File: src/rtl/lsu_mem_ctrl.sv
// Load/store unit: byte-addressed RISC-V loads/stores onto a word-indexed data memory
// without byte enables (read-modify-write for SB/SH, aligned/extended loads).
module lsu_mem_ctrl #(
  parameter int MEM_AW    = 32,
  parameter bit ERR_MISAL = 1'b1
) (
  input  logic              clk,
  input  logic              rst_n,
  input  logic              req_valid,
  output logic              req_ready,
  input  logic              req_store,
  input  logic [2:0]        req_funct3,
  input  logic [31:0]       req_addr,
  input  logic [31:0]       req_wdata,
  output logic              resp_valid,
  output logic [31:0]       resp_rdata,
  output logic              resp_err,
  output logic [MEM_AW-1:0] mem_addr,
  output logic [31:0]       mem_wd,
  output logic              mem_we,
  input  logic [31:0]       mem_rd
);

  typedef enum logic [2:0] {
    S_IDLE, S_RD, S_WR, S_MERGE, S_RESP, S_ERR
  } state_e;

  state_e      state_q, state_d;
  logic        store_q, store_d;
  logic [2:0]  funct3_q, funct3_d;
  logic [31:0] addr_q, addr_d;
  logic [31:0] wdata_q, wdata_d;
  logic [31:0] data_q, data_d;   // load result, or old word for SB/SH

  logic        handshake, illegal, misal, req_err;
  logic [31:0] eff_addr, shifted, load_val, lane_mask, merged;
  logic [4:0]  lane_sh;

  assign handshake = req_valid && (state_q == S_IDLE);

  // NOTE: every always_comb output gets a default before any branch, so no latch is inferred.
  always_comb begin
    illegal  = (req_funct3[1:0] == 2'b11) ||
               (req_funct3[2] && (req_store || req_funct3[1]));
    misal    = ((req_funct3[1:0] == 2'b01) && req_addr[0]) ||
               ((req_funct3[1:0] == 2'b10) && (req_addr[1:0] != 2'b00));
    req_err  = illegal || (ERR_MISAL && misal);
    eff_addr = req_addr;
    if (!ERR_MISAL) begin
      if (req_funct3[1:0] == 2'b01)      eff_addr[0]   = 1'b0;
      else if (req_funct3[1:0] == 2'b10) eff_addr[1:0] = 2'b00;
    end
  end

  always_comb begin
    shifted = mem_rd >> {addr_q[1:0], 3'b000};
    case (funct3_q)
      3'b000:  load_val = {{24{shifted[7]}}, shifted[7:0]};
      3'b001:  load_val = {{16{shifted[15]}}, shifted[15:0]};
      3'b100:  load_val = {24'h0, shifted[7:0]};
      3'b101:  load_val = {16'h0, shifted[15:0]};
      default: load_val = shifted;
    endcase
  end

  // Half stores select the lane with addr[1] only; byte stores use addr[1:0].
  always_comb begin
    lane_sh   = funct3_q[0] ? {addr_q[1], 4'b0000} : {addr_q[1:0], 3'b000};
    lane_mask = (funct3_q[0] ? 32'h0000_FFFF : 32'h0000_00FF) << lane_sh;
    merged    = (data_q & ~lane_mask) | ((wdata_q << lane_sh) & lane_mask);
  end

  always_comb begin
    state_d  = state_q;
    store_d  = store_q;
    funct3_d = funct3_q;
    addr_d   = addr_q;
    wdata_d  = wdata_q;
    data_d   = data_q;
    case (state_q)
      S_IDLE: begin
        if (handshake) begin
          store_d  = req_store;
          funct3_d = req_funct3;
          addr_d   = eff_addr;
          wdata_d  = req_wdata;
          if (req_err)                               state_d = S_ERR;
          else if (req_store && req_funct3 == 3'b010) state_d = S_WR;
          else                                       state_d = S_RD;
        end
      end
      S_RD: begin
        data_d  = store_q ? mem_rd : load_val;
        state_d = store_q ? S_MERGE : S_RESP;
      end
      S_WR, S_MERGE:  state_d = S_RESP;
      S_RESP, S_ERR:  state_d = S_IDLE;
      default:        state_d = S_IDLE;
    endcase
  end

  // NOTE: sequential state uses non-blocking assignments so all registers update together.
  always_ff @(posedge clk or negedge rst_n) begin
    if (!rst_n) begin
      state_q  <= S_IDLE;
      store_q  <= 1'b0;
      funct3_q <= 3'b000;
      addr_q   <= 32'h0;
      wdata_q  <= 32'h0;
      data_q   <= 32'h0;
    end else begin
      state_q  <= state_d;
      store_q  <= store_d;
      funct3_q <= funct3_d;
      addr_q   <= addr_d;
      wdata_q  <= wdata_d;
      data_q   <= data_d;
    end
  end

  // Outputs decode the state directly so a falling rst_n kills mem_we at once.
  assign req_ready  = (state_q == S_IDLE);
  assign resp_valid = (state_q == S_RESP) || (state_q == S_ERR);
  assign resp_err   = (state_q == S_ERR);
  assign resp_rdata = (state_q == S_RESP && !store_q) ? data_q : 32'h0;
  assign mem_we     = (state_q == S_WR) || (state_q == S_MERGE);
  assign mem_wd     = (state_q == S_WR)    ? wdata_q :
                      (state_q == S_MERGE) ? merged  : 32'h0;
  assign mem_addr   = MEM_AW'({2'b00, addr_q[31:2]});

endmodule

File: config.mk
export PLATFORM = sky130hd
export DESIGN_NAME = lsu_mem_ctrl
export DESIGN_NICKNAME = d
export VERILOG_FILES = /design/src/rtl/lsu_mem_ctrl.sv
export SDC_FILE = /design/constraint.sdc
export NUM_CORES = 1
export LEC_CHECK = 0
export CORE_MARGIN = 10
export CORE_UTILIZATION = 38
export DETAILED_ROUTE_END_ITERATION = 12
export DONT_BUFFER_PORTS = 1
export PLACE_DENSITY = 0.56
export SKIP_CTS_REPAIR_TIMING = 1
export SLEW_MARGIN = 20
export SYNTH_ARGS = -nofsm -noshare
export SYNTH_HDL_FRONTEND = slang
export SYNTH_SLANG_ARGS = --single-unit
export TNS_END_PERCENT = 5
File: constraint.sdc
create_clock -name clk -period 2 [get_ports clk]
set_input_delay 0 -clock clk [delete_from_list [all_inputs] [get_ports clk]]
set_output_delay 0 -clock clk [all_outputs]
set_load 0.01 [all_outputs]
======== After elaboration in Yosys (flattened, before gate mapping) ========
Index checks and enable logic that the tools add are counted.
word-level totals
  output and inout port bits .............. 100
  input port bits ......................... 103
  register bits after elaboration ......... 103
  word-level logic and storage cells ...... 56
operators by class
  mux-type cells .......................... 12
  bitwise operators ....................... 4
  shifts and indexed selects .............. 3
  equality and inequality tests ........... 13
  reductions and logical operators ........ 18
operators by type and width
  kind                                                                     number
  32-bit two-way mux                                                       4
  32-bit one-hot mux with 4 select lines                                   1
  32-bit bitwise AND                                                       2
  32-bit NOT                                                               1
  32-bit OR                                                                1
  16-bit by 5-bit left shift with 32-bit output                            1
  32-bit by 5-bit left shift with 32-bit output                            1
  32-bit by 5-bit right shift with 32-bit output                           1
  16-bit two-way mux                                                       1
  3-bit == test, second input constant                                     4
  3-bit by 2-bit == test with 1-bit output, second input constant          3
  3-bit two-way mux                                                        3
  3-bit one-hot mux with 3 select lines                                    1
  3-bit by 1-bit == test with 1-bit output, second input constant          2
  1-bit logical AND                                                        6
  3-bit zero test                                                          2
  1-bit logical OR                                                         6
  2-bit == test, second input constant                                     2
  4-bit two-way mux                                                        1
  2-bit by 1-bit == test with 1-bit output, second input constant          1
  2-bit two-way mux                                                        1
  2-bit by 1-bit inequality test with 1-bit output, second input constant  1
  2-bit AND reduction                                                      1
  2-bit nonzero test                                                       1
  2 further kinds                                                          2

======== Depth between registers and ports, before layout ========
Gate-level depths: netlist of run 1.
  word-level depth ........................ 7
  gate-level depth with buffers ........... 7
  gate-level depth less buffers ........... 4

======== Least setup slack after synthesis of run 1 ========
OpenSTA, ideal clock, no wires.
  path type ............................... reg-to-reg
  start ................................... register state_q[1]
  end ..................................... register data_q[15]
  path buffers ............................ 2
  library setup time ...................... 0.076 ns
  data arrival time ....................... 1.569 ns
  required time ........................... 1.924 ns
  path slack .............................. 0.355 ns
  clock period less this slack ............ 1.645 ns
  stages on the path, launching flop included .. 6
  cells stage by stage .................... dfrtp_1 buf_6 or3b_1 buf_2 or4_1 nand4_1
between the ends
  longest elaborated chain between the ends .. 1
RTL lines
  element                                   line  RTL
  start, declared                           28    state_e state_q, state_d;
  start signal, assigned                    112   state_q <= state_d;
  3-bit by 1-bit == test with 1-bit output  80    case (state_q)
  end signal, assigned                      117   data_q <= data_d;
  end, declared                             33    logic [31:0] data_q, data_d;
Every way passes these cells.
A chain may end at the register's enable or synchronous reset.

======== Worst setup path in the final report of run 1 ========
  start ................................... register funct3_q[0]
  end ..................................... output port mem_wd[29]
between the ends
  longest elaborated chain between the ends .. 7
  elaborated cells between the ends (all ways) .. 10
  those cells by class .................... shift: 2; mux: 4; bitwise: 4
RTL lines
  element                                                  line    RTL
  start, declared                                          30      logic [2:0] funct3_q, funct3_d;
  start signal, assigned                                   114     funct3_q <= funct3_d;
  16-bit two-way mux or 4-bit two-way mux (tied branches)  69, 68
  16-bit by 5-bit left shift with 32-bit output            69      lane_mask = (funct3_q[0] ? 32'h0000_FFFF : 32'h0000_00FF) << lane_sh;
  32-bit NOT                                               70      merged = (data_q & ~lane_mask) | ((wdata_q << lane_sh) & lane_mask);
  32-bit bitwise AND                                       70
  32-bit OR (*)                                            70
  32-bit two-way mux (*)                                   128     (state_q == S_MERGE) ? merged : 32'h0;
  32-bit two-way mux (*)                                   127     assign mem_wd = (state_q == S_WR) ? wdata_q :
  end, declared                                            19      output logic [31:0] mem_wd,
Mark *: on every way between the ends. The rest lies on a longest branch, timed or not.

==> impl_metrics.xml, run 1 <==
<?xml version="1.0" encoding="UTF-8"?>
<metrics>
  <group name="power_and_ir_drop">
    <metric name="post-layout-total-power" unit="W">0.0117</metric>
    <metric name="power.density" unit="nW/um^2">1570</metric>
    <metric name="power_report.internal_total" unit="W">0.00708</metric>
    <metric name="pwr-share-seq" unit="%">37.8</metric>
    <metric name="vdd.ir_drop.worst" unit="V">0.000706</metric>
    <metric name="clock_power_share" unit="%">17.5</metric>
    <metric name="total_switching_power" unit="W">0.00462</metric>
    <metric name="comb_power_share" unit="%">44.7</metric>
    <metric name="cellLeakagePower" unit="nW">3.19</metric>
    <metric name="netSwitchingFraction" unit="%">39.5</metric>
  </group>
  <group name="timing">
    <metric name="slew_margin_rel" unit="%">57.9</metric>
    <metric name="holdWs" unit="ps">-664</metric>
    <metric name="finalCritPeriodShare" unit="%">95.3</metric>
    <metric name="worst-slew-pin-transition" unit="ps">631</metric>
    <metric name="worst_slack" unit="ps">95.0</metric>
    <metric name="final_worst_clock_skew" unit="ps">7.09</metric>
    <metric name="timing.final.hold_violations" unit="">103</metric>
    <metric name="max_freq" unit="MHz">525</metric>
    <metric name="timing_max_transition_violations_final" unit="">0</metric>
    <metric name="fin_setup_tns" unit="ps">0</metric>
    <metric name="setup_repair_after_global_routing_missed_its_margin" unit="">true</metric>
    <metric name="setup_viol" unit="">0</metric>
    <metric name="timing.final.crit_period" unit="ps">1910</metric>
  </group>
  <group name="layout">
    <metric name="fillers" unit="">1375</metric>
    <metric name="synthToLayoutAreaGrowth" unit="%">26.5</metric>
    <metric name="post-route-util" unit="%">49.0</metric>
    <metric name="layout.nets" unit="">728</metric>
    <metric name="layoutNonFillerInstCount" unit="">820</metric>
    <metric name="drive_above_1_share" unit="%">25.7</metric>
  </group>
  <group name="drt">
    <metric name="remaining_number_of_nets_flagged_by_the_antenna_check_after_routing" unit="">0</metric>
    <metric name="avgViaCountPerCell" unit="">5.45</metric>
    <metric name="detail_route.wl_per_cell" unit="um">24.2</metric>
    <metric name="via_count" unit="">4465</metric>
    <metric name="postRouteWirelength" unit="um">19800</metric>
    <metric name="drt_pre_antenna_iters" unit="">4</metric>
    <metric name="route.detailed.drc" unit="">0</metric>
    <metric name="drt_iter0_drc" unit="">267</metric>
  </group>
  <group name="clock_tree">
    <metric name="cts_tree" unit="">done</metric>
    <metric name="cts.path.max_buffers" unit="">2</metric>
    <metric name="worst_skew_pair.late_latency" unit="ps">350</metric>
    <metric name="ctsHtreeMaxLevel" unit="">3</metric>
    <metric name="clock_sinks" unit="">103</metric>
    <metric name="clk_root_buffer_cell" unit="">sky130_fd_sc_hd__clkbuf_16</metric>
    <metric name="numCtsBuffers" unit="">9</metric>
    <metric name="clock_pin_slew_reported_for_the_worst_setup_and_hold_paths_after_clock_tree_synthesis" unit="ps">70</metric>
  </group>
  <group name="grt">
    <metric name="initial_antenna_violation_count" unit="">2</metric>
    <metric name="maximum_number_of_pins_on_one_net_before_global_route_repair" unit="">104</metric>
    <metric name="grt_first_pass_wirelength" unit="um">27300</metric>
    <metric name="first_global_vias" unit="">4168</metric>
    <metric name="groute.usage.overall" unit="%">17.6</metric>
    <metric name="grt_overflow" unit="">0</metric>
  </group>
  <group name="placed_design">
    <metric name="hpwl" unit="um">14400</metric>
    <metric name="port-buffer-count" unit="">0</metric>
    <metric name="gp_congestion" unit="">0.847</metric>
    <metric name="numPlacedInstances" unit="">693</metric>
    <metric name="post-place-ws" unit="ps">157</metric>
  </group>
  <group name="yosys">
    <metric name="top_area_cells_in_the_synthesized_netlist" unit="">sky130_fd_sc_hd__dfrtp_1 (44%), sky130_fd_sc_hd__mux2_2 (15%), sky130_fd_sc_hd__mux2i_1 (11%)</metric>
    <metric name="synthesized_netlist_cell_count" unit="">540</metric>
    <metric name="yosys.area.top_type" unit="">sky130_fd_sc_hd__dfrtp_1</metric>
    <metric name="yosysUniqueCellTypes" unit="">48</metric>
    <metric name="synth_ff_type" unit="">sky130_fd_sc_hd__dfrtp_1</metric>
    <metric name="fraction_of_synthesized_cell_area_taken_by_the_top_area_cell_type" unit="%">43.8</metric>
    <metric name="postSynthRegisterBits" unit="">103</metric>
    <metric name="syn_area" unit="um^2">5890</metric>
    <metric name="yosys_warnings" unit="">0</metric>
    <metric name="async_flop_share" unit="%">100</metric>
    <metric name="postSynthAreaPerCell" unit="um^2">10.9</metric>
    <metric name="synth_enable_flop_cells" unit="">0</metric>
    <metric name="seq_area_frac_synth" unit="%">43.8</metric>
  </group>
  <group name="setup_path">
    <metric name="timing.critical_path.cells" unit="">buf_4 &gt; buf_4 &gt; o21ai_2 &gt; buf_6 &gt; mux2i_1 &gt; o21ai_0</metric>
    <metric name="startpoint_type" unit="">flop</metric>
    <metric name="dominant_cell_type_by_count_on_the_critical_path" unit="">sky130_fd_sc_hd__buf_4</metric>
    <metric name="path_max_fanout" unit="">8</metric>
    <metric name="worstPathArrival" unit="ps">1910</metric>
    <metric name="timing.critical_path.to_type" unit="">output pin</metric>
    <metric name="critical_path.max_stage_delay" unit="ps">470</metric>
    <metric name="path_delay_family" unit="">compound AO/OA/AOI/OAI gates</metric>
    <metric name="critPathBufInv" unit="">3</metric>
    <metric name="critical_path_required" unit="ps">2000</metric>
    <metric name="setup.worst_path.class" unit="">flop to output pin</metric>
    <metric name="crit_path_top_delay_cell" unit="">sky130_fd_sc_hd__dfrtp_2</metric>
  </group>
  <group name="die">
    <metric name="die_height" unit="um">144</metric>
    <metric name="fp.coreArea" unit="um^2">15200</metric>
    <metric name="die_w" unit="um">144</metric>
    <metric name="area_of_the_die" unit="um^2">20900</metric>
    <metric name="num_rows" unit="">45</metric>
    <metric name="initial_core_utilization" unit="%">38.7</metric>
    <metric name="pin_count" unit="">203</metric>
  </group>
  <group name="run_status">
    <metric name="failed_checks" unit="">hold timing</metric>
    <metric name="status" unit="">finished with violations</metric>
  </group>
  <group name="flow_run">
    <metric name="drv_cap" unit="">0</metric>
  </group>
  <group name="min_path">
    <metric name="hold_path_class" unit="">input pin to asynchronous set/reset pin</metric>
  </group>
</metrics>
==> layout by cell type (no fill, tap or decap), types with 2 or more instances in the layout <==
master                          count
sky130_fd_sc_hd__o21ai_1            3
sky130_fd_sc_hd__nand4_1            2
sky130_fd_sc_hd__mux2_2            77
sky130_fd_sc_hd__dfrtp_1          101
sky130_fd_sc_hd__clkbuf_16          9
sky130_fd_sc_hd__dlygate4sd3_1    100
sky130_fd_sc_hd__nor3_1             3
sky130_fd_sc_hd__o21ai_0           37
sky130_fd_sc_hd__nor2b_1            2
sky130_fd_sc_hd__clkinvlp_4         2
sky130_fd_sc_hd__nand3_1            2
sky130_fd_sc_hd__bufinv_16          3
sky130_fd_sc_hd__nand3b_1           2
sky130_fd_sc_hd__a22oi_2            7
sky130_fd_sc_hd__nand2_1           48
sky130_fd_sc_hd__a221o_1            8
sky130_fd_sc_hd__and2_1            34
sky130_fd_sc_hd__nor2_1            12
sky130_fd_sc_hd__diode_2            2
sky130_fd_sc_hd__buf_6              4
sky130_fd_sc_hd__nor2_2             2
sky130_fd_sc_hd__o21a_1             2
sky130_fd_sc_hd__o2bb2ai_1          7
sky130_fd_sc_hd__a22o_1             8
sky130_fd_sc_hd__nor2b_2            2
sky130_fd_sc_hd__nor3b_2            2
sky130_fd_sc_hd__buf_12             2
sky130_fd_sc_hd__buf_4             38
sky130_fd_sc_hd__nand2b_1           2
sky130_fd_sc_hd__mux2i_1           62
sky130_fd_sc_hd__dfrtp_2            2
sky130_fd_sc_hd__conb_1             2
sky130_fd_sc_hd__a21oi_1           13
sky130_fd_sc_hd__o221ai_1           8
==> Yosys cell counts, drive strengths merged (14+ instances only) <==
library cell  count
dfrtp           103
a21oi            14
nand2            48
mux2             77
o21ai            41
buf              55
and2             34
nor2             14
mux2i            62
clkbuf           17
==> flip-flops by register name, indices dropped and copies added, names as in the netlist <==
register  cells
funct3_q      3
state_q       3
data_q       32
wdata_q      32
addr_q       32
store_q       1
==> power groups by stage <==
stage               Clock (W)  Sequential (W)  Combinational [W]
finish                0.00205         0.00442            0.00523
global route          0.00221         0.00456            0.00568
CTS                   0.00211         0.00445            0.00489
detailed placement          0         0.00449            0.00486
global placement            0         0.00447            0.00475
floorplan                   0         0.00365            0.00454
==> worst paths after layout <==
| kind | cells past startpoint | slack, ps | endpoint | startpoint |
|---|---|---|---|---|
| min reg2reg | 1 | 510 | wdata_q[25] | wdata_q[25] |
| max in group asynchronous | 0 | 2430 | addr_q[16] | rst_n |
| max reg2reg | 6 | 180 | data_q[9] | addr_q[0] |
| max | 6 | 90 | mem_wd[29] | funct3_q[0] |
| min in group clk | 4 | 20 | data_q[10] | mem_rd[10] |
| min | 0 | -660 | addr_q[8] | rst_n |
==> logic make-up after synthesis <==
group	after synthesis	synth area share [%]
mux	139	25.3
buf+inv	73	7.50
flops	103	43.8
other cells	1	0.0637
compound gates	100	12.2
simple gates	124	11.2
==> layout make-up <==
| cell class | instances | area [um^2] | share of cell area [%] |
|---|---|---|---|
| diodes | 2 | 5.00 | 0.0672 |
| clock buffers | 11 | 243 | 3.26 |
| well taps | 188 | 235 | 3.16 |
| multi-input cells | 365 | 2900 | 38.9 |
| repair buffers | 145 | 1380 | 18.5 |
| inverters | 1 | 3.75 | 0.0504 |
| flip-flops and latches | 103 | 2580 | 34.6 |
| clock inverters | 5 | 105 | 1.41 |
==> metrics by stage <==
step	hold slack, ps	cell area, um^2
3_5_place_dp	-292	5990
5_1_grt	-689	7450
2_1_floorplan	-296	5890
6_report	-664	7450
4_1_cts	-682	6340
3_3_place_gp	-292	5990
==> layer usage <==
layer,track usage (%),vias to the layer above,wire (um)
met1,20.8,2198,8020
met4,4.95,0,365
li1,-,2083,-
met5,0,-,0
met2,28.4,160,9890
met3,7.81,24,1570
Note: power is estimated with default switching activity, not from simulation.
==> run 2, diff against run 1 <==
--- a/constraint.sdc
+++ b/constraint.sdc
@@ -3,2 +3,2 @@
 set_output_delay 0 -clock clk [all_outputs]
-set_load 0.01 [all_outputs]
+set_load 0.02 [all_outputs]
==> run 2 against run 1 <==
  * The flow still finishes with violations (hold timing)
  * Via count rose by 2.8%
  * Clock skew fell by 2.1 ps
  * Global-route usage rose by 0.16 points
  * Clock-buffer cell count rose by 3
  * Maximum frequency rose by 0.46%
  * Sequential share of layout area fell by 0.42 points
  * Hold slack improved by 7.3 ps
  * Final cell count rose by 2.2%
  * Largest cell class unchanged
==> impl_metrics.xml, run 2 (synthesis results as in run 1) <==
<?xml version="1.0" encoding="UTF-8"?>
<metrics>
  <group name="run_status">
    <metric name="status" unit="">finished with violations</metric>
    <metric name="failed_checks" unit="">hold timing</metric>
  </group>
  <group name="drt">
    <metric name="avgViaCountPerCell" unit="">5.48</metric>
    <metric name="route.detailed.drc" unit="">0</metric>
    <metric name="remaining_number_of_nets_flagged_by_the_antenna_check_after_routing" unit="">0</metric>
    <metric name="postRouteWirelength" unit="um">20200</metric>
    <metric name="detail_route.wl_per_cell" unit="um">24.1</metric>
    <metric name="via_count" unit="">4589</metric>
    <metric name="drt_pre_antenna_iters" unit="">4</metric>
    <metric name="drt_iter0_drc" unit="">290</metric>
  </group>
  <group name="timing">
    <metric name="timing_max_transition_violations_final" unit="">0</metric>
    <metric name="setup_repair_after_global_routing_missed_its_margin" unit="">true</metric>
    <metric name="finalCritPeriodShare" unit="%">94.8</metric>
    <metric name="holdWs" unit="ps">-657</metric>
    <metric name="max_freq" unit="MHz">527</metric>
    <metric name="fin_setup_tns" unit="ps">0</metric>
    <metric name="slew_margin_rel" unit="%">57.6</metric>
    <metric name="final_worst_clock_skew" unit="ps">5.01</metric>
    <metric name="timing.final.hold_violations" unit="">104</metric>
    <metric name="worst-slew-pin-transition" unit="ps">634</metric>
    <metric name="timing.final.crit_period" unit="ps">1900</metric>
    <metric name="setup_viol" unit="">0</metric>
  </group>
  <group name="placed_design">
    <metric name="numPlacedInstances" unit="">714</metric>
    <metric name="hpwl" unit="um">14700</metric>
    <metric name="port-buffer-count" unit="">0</metric>
    <metric name="place_area" unit="um^2">6150</metric>
    <metric name="gp_congestion" unit="">0.867</metric>
  </group>
  <group name="grt">
    <metric name="first_global_vias" unit="">4337</metric>
    <metric name="initial_antenna_violation_count" unit="">2</metric>
    <metric name="grt_first_pass_wirelength" unit="um">27600</metric>
    <metric name="grt_overflow" unit="">0</metric>
    <metric name="maximum_number_of_pins_on_one_net_before_global_route_repair" unit="">104</metric>
    <metric name="groute.usage.overall" unit="%">17.8</metric>
  </group>
  <group name="power_and_ir_drop">
    <metric name="cellLeakagePower" unit="nW">3.27</metric>
    <metric name="power.density" unit="nW/um^2">1590</metric>
    <metric name="post-layout-total-power" unit="W">0.0119</metric>
    <metric name="vdd.ir_drop.worst" unit="V">0.000589</metric>
  </group>
  <group name="layout">
    <metric name="layout_common_cells" unit="">sky130_fd_sc_hd__dfrtp_1 (102), sky130_fd_sc_hd__dlygate4sd3_1 (100), sky130_fd_sc_hd__mux2_2 (77)</metric>
    <metric name="drive_above_1_share" unit="%">27.8</metric>
    <metric name="largestRegisters" unit="">addr_q: 32 flops, data_q: 32 flops, wdata_q: 32 flops</metric>
    <metric name="layout.cells.most_common" unit="">sky130_fd_sc_hd__dfrtp_1</metric>
    <metric name="layoutNonFillerInstCount" unit="">838</metric>
    <metric name="synthToLayoutAreaGrowth" unit="%">28.0</metric>
    <metric name="design_area" unit="um^2">7530</metric>
    <metric name="fillers" unit="">1416</metric>
    <metric name="layout.nets" unit="">746</metric>
  </group>
  <group name="die">
    <metric name="pin_count" unit="">203</metric>
    <metric name="num_rows" unit="">45</metric>
    <metric name="initial_core_utilization" unit="%">38.7</metric>
    <metric name="fp.coreArea" unit="um^2">15200</metric>
    <metric name="die_w" unit="um">144</metric>
    <metric name="die_height" unit="um">144</metric>
    <metric name="area_of_the_die" unit="um^2">20900</metric>
  </group>
  <group name="clock_tree">
    <metric name="clk_root_buffer_cell" unit="">sky130_fd_sc_hd__clkbuf_16</metric>
    <metric name="cts.path.max_buffers" unit="">2</metric>
    <metric name="cts_tree" unit="">done</metric>
    <metric name="clock_pin_slew_reported_for_the_worst_setup_and_hold_paths_after_clock_tree_synthesis" unit="ps">70</metric>
    <metric name="clock_sinks" unit="">103</metric>
    <metric name="worst_skew_pair.late_latency" unit="ps">350</metric>
    <metric name="numCtsBuffers" unit="">9</metric>
    <metric name="ctsHtreeMaxLevel" unit="">3</metric>
  </group>
  <group name="setup_path">
    <metric name="worstPathArrival" unit="ps">1900</metric>
    <metric name="startpoint_type" unit="">flop</metric>
    <metric name="setup.worst_path.class" unit="">flop to output pin</metric>
    <metric name="dominant_cell_type_by_count_on_the_critical_path" unit="">sky130_fd_sc_hd__buf_4</metric>
    <metric name="timing.critical_path.cells" unit="">nor2b_2 &gt; buf_4 &gt; mux2_2 &gt; mux2i_1 &gt; o21ai_0 &gt; buf_4</metric>
    <metric name="timing.critical_path.to_type" unit="">output pin</metric>
    <metric name="path_max_fanout" unit="">5</metric>
    <metric name="critical_path.max_stage_delay" unit="ps">430</metric>
    <metric name="crit_path_top_delay_cell" unit="">sky130_fd_sc_hd__dfrtp_1</metric>
    <metric name="critical_path_required" unit="ps">2000</metric>
  </group>
  <group name="flow_run">
    <metric name="drv_cap" unit="">0</metric>
  </group>
  <group name="min_path">
    <metric name="hold_path_class" unit="">input pin to asynchronous set/reset pin</metric>
  </group>
</metrics>
==> run 2: changes by cell type in the layout (fill, tap and decap cells not counted), sizes merged <==
cell	before	now
buf	45	63
bufinv	3	0
clkbuf	11	14
clkinv	0	1
clkinvlp	2	1
==> run 2: critical path: cells and delay by family (launching register included) <==
kind	cells	cell delay (ps)
buffers and inverters	2	340
DFF	1	430
and+or+nand+nor	1	180
muxes	2	490
AOI/OAI and AO/OA	1	100
==> run 2: final cells by class <==
cell class              instances  area [um^2]  area share [%]
flip-flops and latches        103         2580            34.2
multi-input cells             365         2900            38.5
clock inverters                 2         12.5           0.166
inverters                       1         3.75          0.0498
well taps                     188          235            3.12
repair buffers                163         1510            20.0
diodes                          2         5.00          0.0664
clock buffers                  14          284            3.77
==> run 2: where the power goes <==
part	switching (W)	internal, W
registers	0.00150	0.00314
logic	0.00281	0.00274
clock network	0.000773	0.000980
==> run 2: worst paths after layout <==
kind,from,endpoint,slack [ps],cells past startpoint
max,funct3_q[0],mem_wd[14],100,6
min,rst_n,addr_q[8],-660,0
max reg2reg,state_q[0],data_q[23],140,4
min reg2reg,wdata_q[23],wdata_q[23],510,1
max in group asynchronous,rst_n,addr_q[0],2480,0
min in group clk,req_addr[0],state_q[1],-10,4
==> run 2: stage by stage <==
step	setup WS (ps)	hold slack, ps	utilization, %
after floorplan	160	-296	-
after global placement	45.8	-293	40.5
after detailed placement	61.3	-292	40.5
after CTS	-155	-672	42.4
after global routing	-3.16	-677	49.6
final	104	-657	49.6
==> run 2: per-layer routing <==
metal / global-route usage [%] / share of wire, %
met1: 20.9 / 41
met2: 28.8 / 49
met3: 7.12 / 7.8
met4: 6.22 / 2.3
met5: 0 / 0
